<file path="src/rtl/ram_port_arbiter_if.sv">
// rtl/ram_port_arbiter_if.sv - port C, port D and RAM-side signals of the data RAM arbiter
interface ram_port_arbiter_if #(
  parameter int AW = 8,
  parameter int DW = 8
);
  logic          c_req;
  logic          c_we;
  logic [AW-1:0] c_addr;
  logic [DW-1:0] c_wdat;
  logic [DW-1:0] c_rdat;
  logic          c_ack;

  logic          d_req;
  logic          d_we;
  logic [AW-1:0] d_addr;
  logic [DW-1:0] d_wdat;
  logic [DW-1:0] d_rdat;
  logic          d_ack;

  logic [AW-1:0] ram_addr;
  logic [DW-1:0] ram_wdat;
  logic [DW-1:0] ram_rdat;
  logic          ram_rd_;
  logic          ram_wr_;

  logic          busy;
  logic          owner;

  modport slave (
    input  c_req, c_we, c_addr, c_wdat,
    input  d_req, d_we, d_addr, d_wdat,
    input  ram_rdat,
    output c_rdat, c_ack, d_rdat, d_ack,
    output ram_addr, ram_wdat, ram_rd_, ram_wr_,
    output busy, owner
  );

  modport master (
    output c_req, c_we, c_addr, c_wdat,
    output d_req, d_we, d_addr, d_wdat,
    output ram_rdat,
    input  c_rdat, c_ack, d_rdat, d_ack,
    input  ram_addr, ram_wdat, ram_rd_, ram_wr_,
    input  busy, owner
  );
endinterface

</file>
<file path="src/rtl/ram_port_arbiter.sv">
// rtl/ram_port_arbiter.sv - shares the single-port SNAIL data RAM between the core (C) and debug loader (D)
module ram_port_arbiter #(
  parameter int AW      = 8,
  parameter int DW      = 8,
  parameter int ACC_CYC = 1,
  parameter int FAIR    = 1
) (
  input logic               clk,
  input logic               rst,
  ram_port_arbiter_if.slave bus
);

  typedef enum logic [1:0] {
    IDLE  = 2'd0,
    GRANT = 2'd1,
    ACC   = 2'd2,
    DONE  = 2'd3
  } state_t;

  localparam int CW = (ACC_CYC > 1) ? $clog2(ACC_CYC) : 1;
  localparam logic [CW-1:0] ACC_LAST = CW'(ACC_CYC - 1);

  state_t        state;
  state_t        state_nxt;
  logic          pick;
  logic          acc_last;

  logic          sel_we;
  logic [AW-1:0] sel_addr;
  logic [DW-1:0] sel_wdat;

  logic [CW-1:0] acc_cnt;
  logic          lat_we;
  logic          owner_q;
  logic          busy_q;
  logic          c_ack_q;
  logic          d_ack_q;
  logic [DW-1:0] c_rdat_q;
  logic [DW-1:0] d_rdat_q;
  logic [AW-1:0] ram_addr_q;
  logic [DW-1:0] ram_wdat_q;
  logic          ram_rd_q;
  logic          ram_wr_q;

  always_ff @(posedge clk) begin
    if (rst) begin
      state <= IDLE;
    end else begin
      state <= state_nxt;
    end
  end

  // owner already points at the winner by the time GRANT selects its payload
  always_comb begin
    state_nxt = state;
    pick      = 1'b0;
    acc_last  = (acc_cnt == ACC_LAST);
    sel_we    = owner_q ? bus.d_we   : bus.c_we;
    sel_addr  = owner_q ? bus.d_addr : bus.c_addr;
    sel_wdat  = owner_q ? bus.d_wdat : bus.c_wdat;
    case (state)
      IDLE: begin
        if (bus.c_req && bus.d_req) begin
          pick      = (FAIR != 0) ? !owner_q : 1'b0;
          state_nxt = GRANT;
        end else if (bus.c_req) begin
          pick      = 1'b0;
          state_nxt = GRANT;
        end else if (bus.d_req) begin
          pick      = 1'b1;
          state_nxt = GRANT;
        end
      end
      GRANT: begin
        state_nxt = ACC;
      end
      ACC: begin
        if (acc_last) begin
          state_nxt = DONE;
        end
      end
      DONE: begin
        state_nxt = IDLE;
      end
      default: begin
        state_nxt = IDLE;
      end
    endcase
  end

  always_ff @(posedge clk) begin
    if (rst) begin
      acc_cnt    <= '0;
      lat_we     <= 1'b0;
      owner_q    <= 1'b1;
      busy_q     <= 1'b0;
      c_ack_q    <= 1'b0;
      d_ack_q    <= 1'b0;
      c_rdat_q   <= '0;
      d_rdat_q   <= '0;
      ram_addr_q <= '0;
      ram_wdat_q <= '0;
      ram_rd_q   <= 1'b1;
      ram_wr_q   <= 1'b1;
    end else begin
      c_ack_q <= 1'b0;
      d_ack_q <= 1'b0;
      busy_q  <= (state_nxt != IDLE);
      case (state)
        IDLE: begin
          if (state_nxt == GRANT) begin
            owner_q <= pick;
          end
        end
        GRANT: begin
          lat_we     <= sel_we;
          ram_addr_q <= sel_addr;
          ram_wdat_q <= sel_wdat;
          ram_rd_q   <= sel_we;
          ram_wr_q   <= !sel_we;
          acc_cnt    <= '0;
        end
        ACC: begin
          if (acc_last) begin
            ram_rd_q <= 1'b1;
            ram_wr_q <= 1'b1;
            // read data is sampled while the strobe is still low
            if (!lat_we) begin
              if (owner_q) begin
                d_rdat_q <= bus.ram_rdat;
              end else begin
                c_rdat_q <= bus.ram_rdat;
              end
            end
            if (owner_q) begin
              d_ack_q <= 1'b1;
            end else begin
              c_ack_q <= 1'b1;
            end
          end else begin
            acc_cnt <= acc_cnt + CW'(1);
          end
        end
        default: begin
        end
      endcase
    end
  end

  assign bus.c_rdat   = c_rdat_q;
  assign bus.c_ack    = c_ack_q;
  assign bus.d_rdat   = d_rdat_q;
  assign bus.d_ack    = d_ack_q;
  assign bus.ram_addr = ram_addr_q;
  assign bus.ram_wdat = ram_wdat_q;
  assign bus.ram_rd_  = ram_rd_q;
  assign bus.ram_wr_  = ram_wr_q;
  assign bus.busy     = busy_q;
  assign bus.owner    = owner_q;

endmodule

</file>
<file path="src/flat_wrapper.sv">
// flat-port wrapper written by rule: the top's interface ports become plain ports
module ram_port_arbiter_flat 
#(
  parameter int AW      = 8,
  parameter int DW      = 8,
  parameter int ACC_CYC = 1,
  parameter int FAIR    = 1
)
  (clk, rst, bus_c_req, bus_c_we, bus_c_addr, bus_c_wdat, bus_d_req, bus_d_we, bus_d_addr, bus_d_wdat, bus_ram_rdat, bus_c_rdat, bus_c_ack, bus_d_rdat, bus_d_ack, bus_ram_addr, bus_ram_wdat, bus_ram_rd_, bus_ram_wr_, bus_busy, bus_owner);
  ram_port_arbiter_if #(.AW(AW), .DW(DW)) bus_i ();
  input logic clk;
  input logic rst;
  input wire logic [$bits(bus_i.c_req)-1:0] bus_c_req;
  input wire logic [$bits(bus_i.c_we)-1:0] bus_c_we;
  input wire logic [$bits(bus_i.c_addr)-1:0] bus_c_addr;
  input wire logic [$bits(bus_i.c_wdat)-1:0] bus_c_wdat;
  input wire logic [$bits(bus_i.d_req)-1:0] bus_d_req;
  input wire logic [$bits(bus_i.d_we)-1:0] bus_d_we;
  input wire logic [$bits(bus_i.d_addr)-1:0] bus_d_addr;
  input wire logic [$bits(bus_i.d_wdat)-1:0] bus_d_wdat;
  input wire logic [$bits(bus_i.ram_rdat)-1:0] bus_ram_rdat;
  output wire logic [$bits(bus_i.c_rdat)-1:0] bus_c_rdat;
  output wire logic [$bits(bus_i.c_ack)-1:0] bus_c_ack;
  output wire logic [$bits(bus_i.d_rdat)-1:0] bus_d_rdat;
  output wire logic [$bits(bus_i.d_ack)-1:0] bus_d_ack;
  output wire logic [$bits(bus_i.ram_addr)-1:0] bus_ram_addr;
  output wire logic [$bits(bus_i.ram_wdat)-1:0] bus_ram_wdat;
  output wire logic [$bits(bus_i.ram_rd_)-1:0] bus_ram_rd_;
  output wire logic [$bits(bus_i.ram_wr_)-1:0] bus_ram_wr_;
  output wire logic [$bits(bus_i.busy)-1:0] bus_busy;
  output wire logic [$bits(bus_i.owner)-1:0] bus_owner;
  assign bus_i.c_req = bus_c_req;
  assign bus_i.c_we = bus_c_we;
  assign bus_i.c_addr = bus_c_addr;
  assign bus_i.c_wdat = bus_c_wdat;
  assign bus_i.d_req = bus_d_req;
  assign bus_i.d_we = bus_d_we;
  assign bus_i.d_addr = bus_d_addr;
  assign bus_i.d_wdat = bus_d_wdat;
  assign bus_i.ram_rdat = bus_ram_rdat;
  assign bus_c_rdat = bus_i.c_rdat;
  assign bus_c_ack = bus_i.c_ack;
  assign bus_d_rdat = bus_i.d_rdat;
  assign bus_d_ack = bus_i.d_ack;
  assign bus_ram_addr = bus_i.ram_addr;
  assign bus_ram_wdat = bus_i.ram_wdat;
  assign bus_ram_rd_ = bus_i.ram_rd_;
  assign bus_ram_wr_ = bus_i.ram_wr_;
  assign bus_busy = bus_i.busy;
  assign bus_owner = bus_i.owner;
  ram_port_arbiter #(.AW(AW), .DW(DW), .ACC_CYC(ACC_CYC), .FAIR(FAIR)) u_core (.clk(clk), .rst(rst), .bus(bus_i));
endmodule
</file>
<file path="config.mk">
export PLATFORM = sky130hd
export DESIGN_NAME = ram_port_arbiter_flat
export DESIGN_NICKNAME = d
export VERILOG_FILES = /design/src/rtl/ram_port_arbiter_if.sv /design/src/rtl/ram_port_arbiter.sv /design/src/flat_wrapper.sv
export SDC_FILE = /design/constraint.sdc
export NUM_CORES = 1
export LEC_CHECK = 0
export ABC_CLOCK_PERIOD_IN_PS = 1300
export CORE_ASPECT_RATIO = 1.75
export CORE_UTILIZATION = 37
export CTS_BUF_LIST = sky130_fd_sc_hd__clkbuf_8
export DETAILED_ROUTE_END_ITERATION = 10
export PLACE_DENSITY_LB_ADDON = 0.3
export SYNTH_ARGS = -nofsm -noshare
export SYNTH_HDL_FRONTEND = slang
export SYNTH_SLANG_ARGS = --single-unit
export TNS_END_PERCENT = 50
</file>
<file path="constraint.sdc">
create_clock -name clk -period 1.3 [get_ports clk]
set_input_delay 0.26 -clock clk [delete_from_list [all_inputs] [get_ports clk]]
set_output_delay 0.26 -clock clk [all_outputs]
set_load 0.03 [all_outputs]
</file>
Word-level counts from Yosys, hierarchy flattened:

Index checks and enable logic that the tools add are counted.
Widths: inputs -> output; s select.

* flip-flop bits (word level): 42
* bits of input ports: 46
* output and inout port bits: 38
* logic and storage cells: 52

* add/subtract/negate cells: 1
* eq/ne operators: 5
* mux-type cells: 18
* bitwise logic cells: 4
* reduce and logical (&&, ||, !) cells: 11

Operators with widths (count)
* $mux 8: 2
* $mux 1: 8
* $mux 2: 4
* $pmux 2 s4: 1
* $reduce_and 4->1: 2
* $pmux 1 s2: 3
* $eq 2x1->1 const B: 2
* $eq 2x2->1 const B: 2
* $not 1->1: 4
* $reduce_and 2->1: 2
* $reduce_bool 2->1: 2
* $reduce_or 3->1: 1
* $logic_not 1->1: 2
* $logic_not 2->1: 1
* $ne 2x2->1 const B: 1
* $add 1x1->1 const B: 1
* $logic_and 1x1->1: 1

Depth between registers and ports, before layout:

* depth after elaboration: 6
* depth in mapped cells: 6
* depth with buffers taken out: 6

Worst setup path after synthesis:

OpenSTA, ideal clock, no wires.

* kind: register to register
* from: register u_core.state[1]
* to: register u_core.owner_q (netlist: u_core.bus.owner)
* arrival time: 1.310 ns
* required time: 1.176 ns
* path slack: -0.134 ns
* cell stages (with the launch flop): 7
* buffers on the path: 0
* period minus slack after synthesis: 1.434 ns
* cell sequence: dfxtp_1 -> inv_1 -> ha_1 -> nor2b_1 -> a31oi_2 -> o2111ai_1 -> mux2i_1

* longest elaborated chain between the ends: 6
* elaborated cells between the ends (all ways): 11
* classes of those cells: eq/ne: 4; mux: 5; reduce/logical: 2

Ends and longest elaborated chain
* start, declared: line ram_port_arbiter.sv:23 `state_t state;`
* start signal, assigned: line ram_port_arbiter.sv:49 `state <= state_nxt;`
* $mux 2: line ram_port_arbiter.sv:69 `end else if (bus.d_req) begin`
* $mux 2: line ram_port_arbiter.sv:66 `end else if (bus.c_req) begin`
* $mux 2: line ram_port_arbiter.sv:63 `if (bus.c_req && bus.d_req) begin`
* $pmux 2 s4: line ram_port_arbiter.sv:61 `case (state)`
* $eq 2x1->1: line ram_port_arbiter.sv:111 `if (state_nxt == GRANT) begin`
* $reduce_and 2->1 (no source line) *
* end signal, assigned: line ram_port_arbiter.sv:112 `owner_q <= pick;`
* end, declared: line ram_port_arbiter.sv:34 `logic owner_q;`

Mark *: on every way between the ends. The rest lies on a longest branch, timed or not.
A chain may end at the register's enable or synchronous reset.

Final worst setup path:

* from: register u_core.state[0]
* to: register u_core.owner_q (netlist: u_core.bus.owner)

Same word-level chain as after synthesis.

==> results_dict.tcl <==
set metrics [dict create \
    min-delay-path-class "reg2reg" \
    coreArea_mm2 0.00440 \
    powerDensity_mw_per_mm2 1260 \
    ys_seq_elements 41 \
    leakage_nw 1.25 \
    synth-simple-area-share 0.129 \
    cp.arrival_ns 1.50 \
    synth_top_family_by_area "multiplexers" \
    layout-drive-gt1-share 0.197 \
    fp.dieH_um 91.7 \
    combinationalPowerShare 0.356 \
    cts_sinks 41 \
    fin_crit_sh 1.02 \
    violations "negative setup slack" \
    clk_latency_ns 0.28 \
    hold_viol 0 \
    synth-compound-area-share 0.102 \
    cts-htree-levels 2 \
    power_frac_seq 0.427 \
    drt_iter0_drc 4 \
    rsz0062_at_grt "true" \
    worst_setup_path_start_kind "register" \
    synthCells 168 \
    finClkSkew_ns 0.00715 \
    dpl.hpwl_um 2930 \
    swShare 0.325 \
    drc_errors 0 \
    whs_ns 0.483 \
    drt_pass1_iterations 4 \
    setup_ws_ns -0.0272 \
    finalMaxSlewViolations 0 \
    clk_pin_slew_ns 0.07 \
    die-area_mm2 0.00488 \
    rows 32 \
    internal_power_w 0.00235 \
    min_period_ns 1.33 \
    vdd_drop_max_mv 0.937 \
    p_clk_frac 0.217 \
    tightest_slew_ns 0.315 \
    avgSynthCellArea_um2 10.1 \
    via_count 1497 \
    maxCapViolations 0 \
    clockRootBuffer "clkbuf_8" \
    utilization 0.628 \
    dp.cells 301 \
    antenna_cells 0 \
    worst-endpoint-required_ns 1.47 \
    status "finished, violations left" \
    die_w_um 53.3 \
    placed_area_mm2 0.00267 \
    portBuffers 83 \
    synth_xor_area_frac 0 \
    use_met3 0.0663 \
    cts_buffer_depth 2 \
    yosys_warnings 0 \
    syn_nets 218 \
    grt_usage 0.171 \
    switchingPower_w 0.00113 \
    wl_per_cell_um 12.5 \
    syn_area_mm2 0.00170 \
    fin_nets 308 \
    critPathKind "reg2reg" \
    fillers 391 \
    layout_common_cells "clkdlybuf4s50_1 (45), nor2_1 (39), dfxtp_1 (38)" \
    place_congestion 0.797 \
    overflow 0 \
    final_antenna_net_count 0 \
    routed_wl_um 3860 \
    finalInstanceArea_mm2 0.00277 \
    final_common_cell "clkdlybuf4s50_1" \
    grt_max_degree 35 \
    start_util 0.386 \
    worstPathMaxFanout 3 \
    numCtsBuffers 5 \
    yosys-mux-area-fraction 0.200 \
    ctsHoldBuffers 0 \
    fin_cells 310 \
    ioPinCount 84 \
    critPathCaptureType "register" \
    seq_area_frac_synth 0.482 \
    relSlewSlack 0.791 \
    tns_ns -0.0272 \
    ys_types 24 \
    top_usage_layer "met2" \
    fmax_mhz 753 \
    viasPerCell 4.83 \
    synth_fa_ha_area_frac 0.0294 \
    grt_util_met1 0.161 \
    met2_usage 0.310 \
    areaGrowthSynthToFinish_pct 62.6 \
    grt_pass1_wl_um 6200 \
    cts_tree "built" \
    first_global_vias 1435 \
    setup_violations 1 \
    antenna_found_initial 0 \
]
cell usage after synthesis:
cell        n  share of area
and3b_2     1         0.0059
buf_6       4          0.026
nand2_1     1         0.0022
nor3b_2     1         0.0074
nand2b_1    1         0.0037
buf_4       1         0.0044
a21oi_1     3         0.0088
inv_1       2         0.0044
a31oi_2     1         0.0074
nor2_1     39          0.086
clkbuf_1    6          0.013
dfxtp_1    41           0.48
nor2b_1     1         0.0037
nand3_1     1         0.0029
buf_2       2         0.0059
a211oi_1   17          0.075
nor3b_1     1         0.0044
mux2i_1    34           0.20
clkbuf_2    1         0.0029
nand3b_1    2         0.0088
o21ai_0     2         0.0059
ha_1        4          0.029
o2111ai_1   1         0.0051
or2_1       1         0.0037
final timing paths:
kind                          startpoint                      to  slack [ns]  cells after the start
hold / removal    u_core.bus.ram_wdat[6]  u_core.bus.ram_wdat[6]        0.48                      2
setup / recovery         u_core.state[0]        u_core.bus.owner       -0.03                      6
setup reg to reg         u_core.state[0]        u_core.bus.owner       -0.03                      6
hold reg to reg   u_core.bus.ram_wdat[6]  u_core.bus.ram_wdat[6]        0.48                      2
per-layer routing:
metal	share of wire	up-vias
met5	0	-
met4	0.0085	0
met3	0.074	4
met2	0.55	70
met1	0.37	667
li1	-	756
what timing repair did:
action                                  in CTS  in global routing
setup buffers                                0                  1
pin swaps                                    1                  3
cloned                                       0                  0
resized for setup                           42                 45
endpoints found under the setup margin      42                 44
worst max-delay path, stage by stage, from the launching register on:
cell and delay (ns):
dfxtp_2 0.37, inv_4 0.06, ha_4 0.23, nor2b_4 0.13, a31oi_4 0.16, o2111ai_2 0.14, mux2i_1 0.13
power by group through the flow:
stage          Combinational, W  Sequential [W]  Clock, W
6_report                0.00124         0.00148  0.000753
5_1_grt                 0.00134         0.00150  0.000849
4_1_cts                 0.00120         0.00147  0.000790
3_5_place_dp            0.00125         0.00150         0
3_3_place_gp            0.00123         0.00150         0
2_1_floorplan          0.000529         0.00171         0
layout make-up:
cell class,count,area (um^2),share of cell area
clock buffer,5,68.8,0.0249
clock inverter,3,11.3,0.00407
inverter,2,12.5,0.00452
multi-input combinational,111,847,0.306
sequential,41,830,0.300
tap,51,63.8,0.0231
timing repair buffer,97,935,0.338
logic make-up after synthesis:
logic type / after synthesis
and+or+nand+nor: 49
DFF: 41
muxes: 34
AOI/OAI and AO/OA: 24
buffers and inverters: 16
adders and majority gates: 4
stage by stage:
step,setup WS (ns),power [W]
detailed placement,-0.107,0.00274
floorplan,-0.00616,0.00224
global placement,-0.0898,0.00273
finish,-0.0272,0.00348
CTS,-0.0441,0.00346
global route,-0.0812,0.00370
sequential cells by signal, summed over array words and instances, names as in the netlist:
signal and count:
u_core.bus.d_rdat 8, u_core.bus.ram_addr 8, u_core.bus.ram_wr_ 1, u_core.bus.owner 1, u_core.bus.busy 1, u_core.bus.ram_rd_ 1, u_core.bus.ram_wdat 8, u_core.lat_we 1
u_core.bus.c_ack 1, u_core.state 2, u_core.bus.d_ack 1, u_core.bus.c_rdat 8
No activity file was read; power rests on OpenSTA's default activity.
